## src/rtl/isa_bus_frontend_pkg.sv

```systemverilog
// Shared constants and types for the ISA bus front end: decode windows,
// strobe indices, memory-cycle FSM states and the watchdog limit.
package isa_bus_frontend_pkg;

    // Default decode windows (CGA I/O block and framebuffer)
    localparam logic [19:0] IO_BASE_DEFAULT    = 20'h003d0;
    localparam logic [19:0] FB_BASE_DEFAULT    = 20'hb8000;
    localparam logic [4:0]  SLOT_PHASE_DEFAULT = 5'd17;

    // Watchdog: a memory cycle may sit in REQ/WAIT for at most 64 clocks
    localparam logic [5:0]  WD_LIMIT     = 6'd63;
    localparam logic [7:0]  TIMEOUT_DATA = 8'hff;

    // Index of each command strobe in the filter array
    localparam int STB_IOR  = 0;
    localparam int STB_IOW  = 1;
    localparam int STB_MEMR = 2;
    localparam int STB_MEMW = 3;
    localparam int NUM_STB  = 4;

    typedef enum logic [1:0] {
        ST_IDLE = 2'd0,
        ST_REQ  = 2'd1,
        ST_WAIT = 2'd2,
        ST_HOLD = 2'd3
    } mem_state_e;

    // I/O window hit: 16-byte block at base, disabled during DMA (aen=1)
    function automatic logic io_window_hit(input logic [19:0] a,
                                           input logic        aen,
                                           input logic [19:0] base);
        return (a[19:4] == base[19:4]) && !aen;
    endfunction

    // Framebuffer hit: 32 KB window, only a[19:15] compared
    function automatic logic fb_window_hit(input logic [19:0] a,
                                           input logic [19:0] base);
        return a[19:15] == base[19:15];
    endfunction

endpackage

```

## src/rtl/isa_bus_frontend_strobe_filter.sv

```systemverilog
// Two-flop synchroniser, FILTER_LEN-sample deglitch filter and falling-edge
// detector for one active-low ISA command strobe.
module isa_strobe_filter #(
    parameter int FILTER_LEN = 2
) (
    input  logic clk,
    input  logic reset_l,
    input  logic strobe_l,   // raw, asynchronous strobe
    output logic filt_l,     // filtered level, 1 = deasserted
    output logic accept      // one cycle on filtered 1->0 edge
);

    logic                  sync1_q, sync2_q;
    logic [FILTER_LEN-1:0] hist_q, hist_d;
    logic [FILTER_LEN+1:0] fill_q, fill_d;
    logic                  filt_q, filt_d;
    logic                  armed_q, armed_d;
    logic                  all_low, all_high;

    // Shift the newest synchronised sample into the history window
    if (FILTER_LEN == 1) begin : g_len_one
        assign hist_d = sync2_q;
    end else begin : g_len_many
        assign hist_d = {hist_q[FILTER_LEN-2:0], sync2_q};
    end

    assign all_low  = (hist_q == '0);
    assign all_high = &hist_q;

    // fill_q marks when the history holds real post-reset samples; the
    // filter only arms after it has seen the strobe genuinely deasserted,
    // so a strobe still low across reset is not taken as a new command.
    always_comb begin
        fill_d  = {fill_q[FILTER_LEN:0], 1'b1};
        filt_d  = filt_q;
        armed_d = armed_q;
        if (all_low) begin
            filt_d = 1'b0;
        end else if (all_high) begin
            filt_d = 1'b1;
        end
        if ((&fill_q) && all_high) begin
            armed_d = 1'b1;
        end
    end

    // Synchroniser, history and filter state
    always_ff @(posedge clk or negedge reset_l) begin
        if (!reset_l) begin
            sync1_q <= 1'b1;
            sync2_q <= 1'b1;
            hist_q  <= '1;
            fill_q  <= '0;
            filt_q  <= 1'b1;
            armed_q <= 1'b0;
        end else begin
            sync1_q <= strobe_l;
            sync2_q <= sync1_q;
            hist_q  <= hist_d;
            fill_q  <= fill_d;
            filt_q  <= filt_d;
            armed_q <= armed_d;
        end
    end

    assign filt_l = filt_q;
    assign accept = armed_q && filt_q && all_low;

endmodule

```

## src/rtl/isa_bus_frontend.sv

```systemverilog
// ISA slot front end for the CGA core: filters command strobes, latches
// address/data on accept, decodes I/O and framebuffer windows, issues
// register-write strobes and VRAM requests, and drives IOCHRDY.
module isa_bus_frontend
    import isa_bus_frontend_pkg::*;
#(
    parameter logic [19:0] IO_BASE_ADDR     = IO_BASE_DEFAULT,
    parameter logic [19:0] FRAMEBUFFER_ADDR = FB_BASE_DEFAULT,
    parameter int          FILTER_LEN       = 2,
    parameter int          USE_BUS_WAIT     = 0,
    parameter logic [4:0]  SLOT_PHASE       = SLOT_PHASE_DEFAULT
) (
    input  logic        clk,
    input  logic        reset_l,
    input  logic [19:0] bus_a,
    input  logic [7:0]  bus_d,
    input  logic        bus_aen,
    input  logic        bus_ior_l,
    input  logic        bus_iow_l,
    input  logic        bus_memr_l,
    input  logic        bus_memw_l,
    input  logic [4:0]  seq_phase,
    input  logic        vram_ack,
    input  logic [7:0]  vram_rdata,
    output logic [3:0]  io_addr,
    output logic [7:0]  io_wdata,
    output logic        io_wr_stb,
    output logic        io_rd_act,
    output logic [14:0] vram_addr,
    output logic [7:0]  vram_wdata,
    output logic        vram_req,
    output logic        vram_we,
    output logic [7:0]  mem_rdata,
    output logic        bus_dir,
    output logic        bus_rdy
);

    logic [NUM_STB-1:0] raw_l, filt_l, acc;
    logic               io_hit, mem_hit, mem_acc, mem_filt;
    logic               unused_iow_level;

    logic [3:0]  io_addr_q, io_addr_d;
    logic [7:0]  io_wdata_q, io_wdata_d;
    logic        io_wr_stb_q, io_wr_stb_d;
    logic        io_rd_act_q, io_rd_act_d;
    logic [14:0] vram_addr_q, vram_addr_d;
    logic [7:0]  vram_wdata_q, vram_wdata_d;
    logic        vram_we_q, vram_we_d;
    logic [7:0]  mem_rdata_q, mem_rdata_d;
    logic [5:0]  wd_q, wd_d;
    logic        abort_q, abort_d;
    mem_state_e  state_q, state_d;

    assign raw_l[STB_IOR]  = bus_ior_l;
    assign raw_l[STB_IOW]  = bus_iow_l;
    assign raw_l[STB_MEMR] = bus_memr_l;
    assign raw_l[STB_MEMW] = bus_memw_l;

    for (genvar gi = 0; gi < NUM_STB; gi++) begin : g_stb
        isa_strobe_filter #(
            .FILTER_LEN (FILTER_LEN)
        ) u_filter (
            .clk      (clk),
            .reset_l  (reset_l),
            .strobe_l (raw_l[gi]),
            .filt_l   (filt_l[gi]),
            .accept   (acc[gi])
        );
    end

    // An I/O write is fully described by its accept edge; its level is not needed
    assign unused_iow_level = filt_l[STB_IOW];

    assign io_hit  = io_window_hit(bus_a, bus_aen, IO_BASE_ADDR);
    assign mem_hit = fb_window_hit(bus_a, FRAMEBUFFER_ADDR);
    assign mem_acc = (acc[STB_MEMR] || acc[STB_MEMW]) && mem_hit;

    // Filtered level of whichever strobe owns the current memory cycle
    assign mem_filt = vram_we_q ? filt_l[STB_MEMW] : filt_l[STB_MEMR];

    // I/O path: latch address/data and form write strobe / read-active
    always_comb begin
        io_addr_d   = io_addr_q;
        io_wdata_d  = io_wdata_q;
        io_wr_stb_d = acc[STB_IOW] && io_hit;
        io_rd_act_d = io_rd_act_q;
        if ((acc[STB_IOR] || acc[STB_IOW]) && io_hit) begin
            io_addr_d = bus_a[3:0];
        end
        if (acc[STB_IOW] && io_hit) begin
            io_wdata_d = bus_d;
        end
        if (acc[STB_IOR] && io_hit) begin
            io_rd_act_d = 1'b1;
        end else if (filt_l[STB_IOR]) begin
            io_rd_act_d = 1'b0;
        end
    end

    // Memory-cycle FSM: next state, latches, watchdog and abort tracking
    always_comb begin
        state_d      = state_q;
        vram_addr_d  = vram_addr_q;
        vram_wdata_d = vram_wdata_q;
        vram_we_d    = vram_we_q;
        mem_rdata_d  = mem_rdata_q;
        abort_d      = abort_q;
        wd_d         = '0;
        case (state_q)
            ST_IDLE: begin
                // Accepts arriving in any other state are dropped
                if (mem_acc) begin
                    state_d     = ST_REQ;
                    vram_addr_d = bus_a[14:0];
                    vram_we_d   = acc[STB_MEMW];
                    abort_d     = 1'b0;
                    if (acc[STB_MEMW]) begin
                        vram_wdata_d = bus_d;
                    end
                end
            end
            ST_REQ, ST_WAIT: begin
                wd_d = wd_q + 6'd1;
                if (mem_filt) begin
                    abort_d = 1'b1;
                end
                if (vram_ack) begin
                    // Early ack in REQ is legal and handled identically
                    if (!vram_we_q) begin
                        mem_rdata_d = vram_rdata;
                    end
                    state_d = (abort_q || mem_filt) ? ST_IDLE : ST_HOLD;
                end else if (wd_q == WD_LIMIT) begin
                    mem_rdata_d = TIMEOUT_DATA;
                    state_d     = (abort_q || mem_filt) ? ST_IDLE : ST_HOLD;
                end else if ((state_q == ST_REQ) && (seq_phase == SLOT_PHASE)) begin
                    state_d = ST_WAIT;
                end
            end
            ST_HOLD: begin
                if (mem_filt) begin
                    state_d = ST_IDLE;
                end
            end
            default: state_d = ST_IDLE;
        endcase
    end

    // Register file for both paths
    always_ff @(posedge clk or negedge reset_l) begin
        if (!reset_l) begin
            io_addr_q    <= '0;
            io_wdata_q   <= '0;
            io_wr_stb_q  <= 1'b0;
            io_rd_act_q  <= 1'b0;
            vram_addr_q  <= '0;
            vram_wdata_q <= '0;
            vram_we_q    <= 1'b0;
            mem_rdata_q  <= '0;
            wd_q         <= '0;
            abort_q      <= 1'b0;
            state_q      <= ST_IDLE;
        end else begin
            io_addr_q    <= io_addr_d;
            io_wdata_q   <= io_wdata_d;
            io_wr_stb_q  <= io_wr_stb_d;
            io_rd_act_q  <= io_rd_act_d;
            vram_addr_q  <= vram_addr_d;
            vram_wdata_q <= vram_wdata_d;
            vram_we_q    <= vram_we_d;
            mem_rdata_q  <= mem_rdata_d;
            wd_q         <= wd_d;
            abort_q      <= abort_d;
            state_q      <= state_d;
        end
    end

    assign io_addr    = io_addr_q;
    assign io_wdata   = io_wdata_q;
    assign io_wr_stb  = io_wr_stb_q;
    assign io_rd_act  = io_rd_act_q;
    assign vram_addr  = vram_addr_q;
    assign vram_wdata = vram_wdata_q;
    assign vram_we    = vram_we_q;
    assign mem_rdata  = mem_rdata_q;
    assign vram_req   = (state_q == ST_REQ) || (state_q == ST_WAIT);

    // Read data direction follows the raw strobes so the buffer turns early
    assign bus_dir = (!bus_ior_l && io_hit) || (!bus_memr_l && mem_hit);

    // Wait state only while the host still holds the strobe for a live request
    assign bus_rdy = (USE_BUS_WAIT != 0) ? !(vram_req && !abort_q && !mem_filt) : 1'b1;

endmodule

```

## config.mk

```make
export PLATFORM = sky130hd
export DESIGN_NAME = isa_bus_frontend
export DESIGN_NICKNAME = d
export VERILOG_FILES = /design/src/rtl/isa_bus_frontend_pkg.sv /design/src/rtl/isa_bus_frontend_strobe_filter.sv /design/src/rtl/isa_bus_frontend.sv
export SDC_FILE = /design/constraint.sdc
export NUM_CORES = 1
export LEC_CHECK = 0
export BUFFER_PORTS_ARGS = -buffer_cell sky130_fd_sc_hd__buf_2
export CAP_MARGIN = 10
export CORE_MARGIN = 5
export CORE_UTILIZATION = 50
export CTS_CLUSTER_DIAMETER = 40
export DETAILED_ROUTE_END_ITERATION = 16
export PLACE_DENSITY = 0.78
export REMOVE_ABC_BUFFERS = 1
export SLEW_MARGIN = 10
export SYNTH_ARGS = -nofsm -noshare
export SYNTH_HDL_FRONTEND = slang
export SYNTH_SLANG_ARGS = --single-unit
```

## constraint.sdc

```tcl
create_clock -name clk -period 4.12 [get_ports clk]
set_input_delay 0.824 -clock clk [delete_from_list [all_inputs] [get_ports clk]]
set_output_delay 0.824 -clock clk [all_outputs]
set_load 0.05 [all_outputs]
```

Word-level counts from Yosys, hierarchy flattened
Cells that the tools add are included.
Storage, ports and cells
  output and inout bits: 49
  input port bits: 49
  flip-flop bits (word level): 95
Cells by class
  multiplexer cells: 25
  eq/ne operators: 12
  $add $sub $neg: 1
  reduce and logical (&&, ||, !) cells: 54
Operators by type and width (count)
  2-to-1 mux 8 bit: 3
  logical AND 1 bit: 20
  == test 16 x 6 -> 1 bit (second input constant): 1
  AND reduction 4 bit: 4
  nonzero test 2 bit: 7
  2-to-1 mux 1 bit: 13
  2-to-1 mux 2 bit: 6
  AND reduction 3 bit: 4
  == test 5 bit (second input constant): 2
  zero test 2 bit: 5
  AND reduction 2 bit: 5
  inequality test 2 bit (second input constant): 4
  adder 6 x 1 -> 6 bit (second input constant): 1
  == test 6 bit (second input constant): 1
  2-to-1 mux 6 bit: 1
  case mux 2 bit (3 select lines): 1
  logical OR 1 bit: 5
  == test 2 bit (second input constant): 2
  inequality test 4 bit (second input constant): 1
  zero test 1 bit: 3
  == test 2 x 1 -> 1 bit (second input constant): 1
  case mux 1 bit (2 select lines): 1
  OR reduction 2 bit: 1

Logic depth before layout (Yosys ltp)
Gate-level depths: netlist of run 1.
  depth in word-level cells: 6
  mapped depth: 7

Hierarchy
Synthesis of run 1 repeated with hierarchy kept, for this count alone.
Second synthesis, totals
  cell total of the unflattened synthesis: 246
  area total of the unflattened synthesis: 3649.8 um^2
By module, submodules not included
  isa_bus_frontend: cells each 166, sequential area each 1376.3 um^2, area each 2358.5 um^2, instances 1
  isa_strobe_filter: cells each 20, sequential area each 256.5 um^2, area each 322.8 um^2, instances 4

Least setup slack after synthesis of run 1
OpenSTA, ideal clock, no wires.
  path kind: input-to-output
  start: in bus_a[5]
  end: out bus_dir
  arrival: 2.455 ns
  stages: 4
  data required time: 3.296 ns
  slack: 0.841 ns
  path through: nor4bb_1 > nand4b_2 > or2_2 > o22ai_1
On the way
  longest elaborated chain between the ends: 4
RTL lines
  start, declared: RTL line isa_bus_frontend.sv:15  | input logic [19:0] bus_a,
  == test 16 x 6 -> 1 bit: RTL line isa_bus_frontend_pkg.sv:32  | return (a[19:4] == base[19:4]) && !aen;
  logical AND 1 bit: RTL line isa_bus_frontend_pkg.sv:32
  logical AND 1 bit: RTL line isa_bus_frontend.sv:189  | assign bus_dir = (!bus_ior_l && io_hit) || (!bus_memr_l && mem_hit);
  logical OR 1 bit: RTL line isa_bus_frontend.sv:189
  end, declared: RTL line isa_bus_frontend.sv:34  | output logic bus_dir,
Every way passes these cells.

Worst setup path after layout of run 1
Ends and elaborated chain as after synthesis.

==> results.md, run 1 <==
* Post-CTS Setup Bufs at 0
* Cts hold-fix bufs at 0
* Via density at 5.07
* Worst-path fanout max at 3
* Initial DRC count at 35
* Synth Instances at 223
* Fin Hold WS at 0.358 ns
* Clock root cell: clkbuf_8
* Cell Area, Placed at 0.00383 mm^2
* Sequential-to-total area share from yosys stat at 64.4%
* All-Layer GR Usage at 16.3%
* DRC at 0
* Cell Pwr Density at 555 mW/mm^2
* WP data arrival at 2.39 ns
* Ports at 98
* Clock skew at 0.00991 ns
* Layout Area Growth over Synthesis at 24.2%
* Initial core utilization at 51.4%
* RSZ-0062 raised after global routing: no
* TNS Setup at 0 ns
* Final worst path period share at 78.0%
* Fmax at 311 MHz
* Final ANT Viol Nets at 0
* Status: finished clean
* Worst Tran Pin Value at 1.00 ns
* CTS tree: done
* Post-DP HPWL at 4580 um
* VDD IR max at 0.000433 V
* Clk buf depth at 2
* Final hold violations at 0
* Most frequent cells in the layout: 95 x buf_2, 63 x dfrtp_1, 36 x mux2_2
* Die height at 90.8 um
* CP required at 3.30 ns
* Share of cells above drive strength 1 at 51.4%
* Startpoint Class: input port
* Syn Std Cell Area at 0.00326 mm^2
* Finished Cell Area at 0.00405 mm^2
* Number of port buffers at 96
* Leak at 2.19 nW
* Clock Latency Late Sink at 0.34 ns
* Num CTS Buffers at 9
* Via count at 2077
* GRT overflow at 0
* Routability cong. at 0.740
* Min-delay worst type: flip-flop to flip-flop
* Yosys reg bits at 83
* Yosys Warn Count at 0
* Synth cell types at 42
* Max_cap viols at 0
* CP top delay family: simple AND/OR/NAND/NOR gates
* Core Region at 0.00635 mm^2
* Commonest non-fill, non-tap cell in the layout: buf_2
* Setup ws final at 0.908 ns
* Die Wd at 90.8 um
* Post_cts resized at 0
* DP Worst Slack at 0.898 ns
* Cell Chain, Critical Path: buf_2, nor4bb_1, nand4b_2, or2_2, o22ai_1, buf_2
* DR WL/cell at 15.4 um
* Post-layout minimum cycle time at 3.21 ns
* Sink Count at 83
* First-pass GRT wire length at 10800 um
* Initial antenna violation count at 0
* Worst-path clk slew at 0.07 ns
* Crit path max-delay cell type: nor4bb_1
* Final number of setup-violating endpoints at 0
* Slew headroom at 33.3%
* H-tree levels at 3
* Top cell by count, worst path: buf_2
* Diodes inserted at 0
* Syn Area/Cell at 14.6 um^2
* WP buf/inv at 2
* Fin. max-slew vios at 0
* Slowest stage delay, CP at 0.45 ns
* Fin nets at 390
* Setup Crit Path Kind: input port to output port
* Largest net degree at the start of global routing at 84
* First-pass DRT Iterations at 4
* R2R Setup Slk at 1.78 ns
* CP Capture Type: output port
* Die footprint at 0.00824 mm^2
* Number of global-route vias before repair at 2267
* Row count at 29
* Overall power at 2.25 mW
* Final wirelength at 6300 um
-- power by group --
part | total [mW] | leakage [nW] | internal, mW | switching, mW
sequential | 0.985 | 1.04 | 0.929 | 0.0565
clock | 0.643 | 0.111 | 0.376 | 0.267
combinational | 0.621 | 1.04 | 0.195 | 0.426
total | 2.25 | 2.19 | 1.50 | 0.749
-- path summary, 6_finish.rpt --
check                      cells after the start                         from                          end
hold reg to reg                                0    g_stb[2].u_filter.sync2_q  g_stb[2].u_filter.hist_q[0]
hold / removal                                 0    g_stb[2].u_filter.sync2_q  g_stb[2].u_filter.hist_q[0]
min in group asynchronous                      1                      reset_l                 vram_addr[0]
setup / recovery                               6                     bus_a[5]                      bus_dir
max in group asynchronous                      1                      reset_l                vram_addr[13]
setup reg to reg                               5  g_stb[3].u_filter.hist_q[0]                vram_addr[14]
-- sequential cells by signal (all words and copies together) (netlist names) --
register and count:
g_stb.u_filter.sync2_q 4, abort_q 1, io_wdata 8, vram_addr 15, state_q 2, vram_we 1, g_stb.u_filter.armed_q 4, vram_wdata 8
mem_rdata 8, io_rd_act 1, io_addr 4, io_wr_stb 1, wd_q 6, g_stb.u_filter.hist_q 8, g_stb.u_filter.sync1_q 4, g_stb.u_filter.fill_q 4
g_stb.u_filter.filt_l 4
-- synth_stat cells (all sizes together) --
cell	instances	area [um^2]
a211oi	2	20.0
a21o	5	37.5
a21oi	1	5.00
a221oi	1	8.76
a2bb2oi	1	8.76
a31oi	3	18.8
and2	3	18.8
and3	3	18.8
and4	1	8.76
and4b	1	10.0
buf	2	12.5
clkbuf	1	3.75
conb	1	3.75
dfrtp	63	1580
dfstp	20	526
ha	13	163
inv	15	56.3
mux2	36	405
mux2i	3	30.0
nand2	6	22.5
nand3	4	20.0
nand3b	1	7.51
nand4	1	6.26
nand4b	2	23.8
nor2	6	22.5
nor3	1	16.3
nor4	2	18.8
nor4b	1	8.76
nor4bb	1	10.0
o2111ai	1	15.0
o211ai	1	7.51
o21ai	4	20.0
o22a	8	70.1
o22ai	4	25.0
or2	1	6.26
or3	1	6.26
xnor2	2	17.5
xor2	1	8.76
-- layer usage --
metal / up-vias / routed length, um / part of all wire, % / track usage [%]
met5: - / 0 / 0 / 0
met4: 0 / 119 / 1.9 / 7.70
met1: 1001 / 2830 / 45 / 21.1
met3: 11 / 468 / 7.4 / 4.58
li1: 997 / - / - / -
met2: 68 / 2880 / 46 / 25.2
-- kinds of logic (layout without fill, tap and decap cells) --
| logic type | count (synthesis) | count (layout) | synth area share, % |
|---|---|---|---|
| multiplexers | 39 | 39 | 13.3 |
| flip-flops | 83 | 83 | 64.4 |
| XOR/XNOR | 3 | 3 | 0.805 |
| AO/OA/AOI/OAI | 31 | 31 | 7.24 |
| buffers and inverters | 18 | 127 | 2.22 |
| adder cells (fa/ha/maj) | 13 | 13 | 4.98 |
| AND/OR/NAND/NOR | 35 | 35 | 6.90 |
| other | 1 | 2 | 0.115 |
-- per-stage QoR --
step | util [%] | std cells
floorplan | - | 221
global placement | 60.3 | 394
detailed placement | 60.3 | 394
CTS | 63.8 | 410
global route | 63.8 | 410
finish | 63.8 | 410
-- cell type report --
type / instances / area, um^2
Clock inverter: 2 / 60.1
Multi-Input combinational cell: 123 / 1090
Sequential cell: 83 / 2100
Timing Repair Buffer: 96 / 483
Inverter: 15 / 56.3
Fill cell: 478 / 2300
Clock buffer: 14 / 163
Tap cell: 77 / 96.3
Note: power is estimated with default switching activity, not from simulation.
==> inputs of run 2 (changes only) <==
- ABC_AREA: default -> 1
- PLACE_DENSITY: 0.78 -> 0.77
- clock period: 4.12 -> 3.2 ns (I/O delays scaled with it)
==> run 2 against run 1 <==
Effect of this change:
- sequential power rose by 27%
- worst setup slack worse by 0.21 ns
- cell count grew 39%
- non-clock buffer count increased by 1
- hold slack is essentially flat
- total power is 25% higher
- sequential share of layout area shrank 3.0 points
- sequential cell count is the same
- register-to-register slack got worse by 0.43 ns
- clock skew is 0.0019 ns lower
- critical endpoint unchanged
- largest power group unchanged
==> results.md, run 2 <==
* Clock skew at 0.00801 ns
* Worst-path fanout max at 2
* Diodes inserted at 0
* Synth Instances at 367
* Largest net degree at the start of global routing at 84
* Top-count cell post-synth: nand2_1
* Max reg flops at 15
* Die Wd at 93.9 um
* Sequential-to-total area share from yosys stat at 59.7%
* Number of global-route vias before repair at 2848
* Clock network power share at 29.0%
* Worst Tran Pin Value at 1.00 ns
* Slew headroom at 33.4%
* H-tree levels at 3
* Cell Chain, Critical Path: buf_2, nor2_1, nand3b_1, nor2_1, nand3_1, o21ai_0, buf_2
* Startpoint Class: input port
* Share of cells above drive strength 1 at 29.7%
* Syn Std Cell Area at 0.00352 mm^2
* GRT overflow at 0
* CTS tree: done
* Final ANT Viol Nets at 0
* Routability cong. at 0.817
* Post-CTS Setup Bufs at 0
* List of most frequent post-synthesis cells: 102 x nand2_1, 63 x dfrtp_1, 35 x inv_1
* CP Capture Type: output port
* EDFF count, synth at 0
* RSZ-0062 raised after global routing: no
* Number of port buffers at 96
* Setup Crit Path Kind: input port to output port
* Cell Pwr Density at 651 mW/mm^2
* Initial antenna violation count at 0
* Pint at 1.82 mW
* Most area-hungry cell type in the Yosys netlist: dfrtp_1
* All-Layer GR Usage at 19.2%
* Fin nets at 531
* First-pass GRT wire length at 13200 um
* Worst-path clk slew at 0.08 ns
* WP data arrival at 1.86 ns
* Fill count at 592
* Dominant synthesized flop cell: dfrtp_1
* Core Region at 0.00683 mm^2
* TNS Setup at 0 ns
* Area contributors post-synth: dfrtp_1 45%, dfstp_2 15%, nand2_1 11%, ha_1 4.6%, inv_1 3.7%
* Clock Latency Late Sink at 0.35 ns
* Num CTS Buffers at 9
* Yosys reg bits at 83
* Fmax at 399 MHz
* Most frequent cells in the layout: 102 x nand2_1, 95 x buf_2, 63 x dfrtp_1
* Share of the synthesized area in the top cell type at 44.7%
* Clock root cell: clkbuf_8
* Crit path max-delay cell type: buf_2
* Final Util at 63.0%
* Max_cap viols at 0
* Min-delay worst type: flip-flop to flip-flop
* Layout Area Growth over Synthesis at 22.2%
* Sequential Power Share at 44.7%
* Sequential cell area at 0.00210 mm^2
* Via density at 5.02
* Die footprint at 0.00883 mm^2
* CP top delay family: simple AND/OR/NAND/NOR gates
* Final worst path period share at 78.2%
* Slowest stage delay, CP at 0.28 ns
* Sink Count at 83
* VDD IR max at 0.000307 V
* Post-layout minimum cycle time at 2.50 ns
* Clk buf depth at 2
* Net switching power at 0.979 mW
* Post-DP HPWL at 5970 um
* DRC at 0
* Fin. max-slew vios at 0
* Yosys Warn Count at 0
* Initial DRC count at 153
* Initial core utilization at 51.6%
* DR WL/cell at 14.0 um
* Via count at 2861
* Post_cts resized at 0
* Syn Area/Cell at 9.60 um^2
* Sw Ratio at 34.9%
* First-pass DRT Iterations at 4
* Comb pwr share at 26.3%
* Final wirelength at 8010 um
* Area of the multi-input gates at 0.00123 mm^2
* CP required at 2.56 ns
* Setup ws final at 0.697 ns
* Ports at 98
* Final number of setup-violating endpoints at 0
* Die height at 93.9 um
* Cts hold-fix bufs at 0
* Commonest non-fill, non-tap cell in the layout: nand2_1
* Status: finished clean
* Async S/R FF share, synth at 100%
* Row count at 30
* Synth cell types at 33
* Final hold violations at 0
* DP Worst Slack at 0.737 ns
* WP buf/inv at 2
* Leak at 2.45 nW
## run 2: changes by cell type after synthesis, sizes merged, moves of 8 or more
cell   previous run  this run
o21ai             4        23
mux2             36         0
o22a              8         0
a21oi             1        13
nand3             4        25
inv              15        35
nand4             1        15
nor2              6        31
nand2             6       104
## run 2: worst paths after layout
path	start	slack, ns	depth (start not counted)	to
min	g_stb[2].u_filter.sync2_q	0.36	0	g_stb[2].u_filter.hist_q[0]
max	bus_a[11]	0.70	7	bus_dir
min in group asynchronous	reset_l	0.44	1	wd_q[4]
max in group asynchronous	reset_l	2.10	1	vram_addr[7]
min reg2reg	g_stb[2].u_filter.sync2_q	0.36	0	g_stb[2].u_filter.hist_q[0]
max reg2reg	state_q[0]	1.35	7	vram_wdata[4]
## run 2: final cells by class
type                            instances  area share (%)
Sequential cell                        83            48.8
Tap cell                               96            2.79
Inverter                               37            3.22
Clock inverter                          3           0.988
Timing Repair Buffer                   97            11.4
Multi-Input combinational cell        241            28.6
Clock buffer                           13            4.18
## run 2: power by group through the flow
stage          registers (mW)  logic, mW  clock network, mW
6_report                 1.25      0.739              0.813
5_1_grt                  1.27      0.813              0.879
4_1_cts                  1.25      0.746              0.821
3_5_place_dp             1.27      0.744                  0
3_3_place_gp             1.26      0.727                  0
2_1_floorplan            1.49      0.308                  0
## run 2: metrics by stage
stage                     area (um^2)  power, mW  cells  hold WS (ns)
after floorplan                  3470       1.80    361         0.344
after global placement           4080       1.99    554         0.345
after detailed placement         4080       2.02    554         0.347
after CTS                        4310       2.82    570         0.358
after global routing             4310       2.96    570         0.363
final                            4310       2.80    570         0.357
## run 2: logic make-up after synthesis
kind of cell / Yosys count / synth area share, %
buffers and inverters: 44 / 5.47
and+or+nand+nor: 181 / 23.0
other: 1 / 0.106
xor gates and xnor gates: 1 / 0.249
DFF: 83 / 59.7
adders and majority gates: 13 / 4.62
AOI/OAI and AO/OA: 44 / 6.89
## run 2: per-layer routing
metal,global-route usage (%),vias to the layer above,share of wire [%]
li1,-,1383,-
met1,25.5,1365,44
met2,30.0,102,47
met3,5.93,11,8.3
met4,6.50,0,1.4
met5,0,-,0
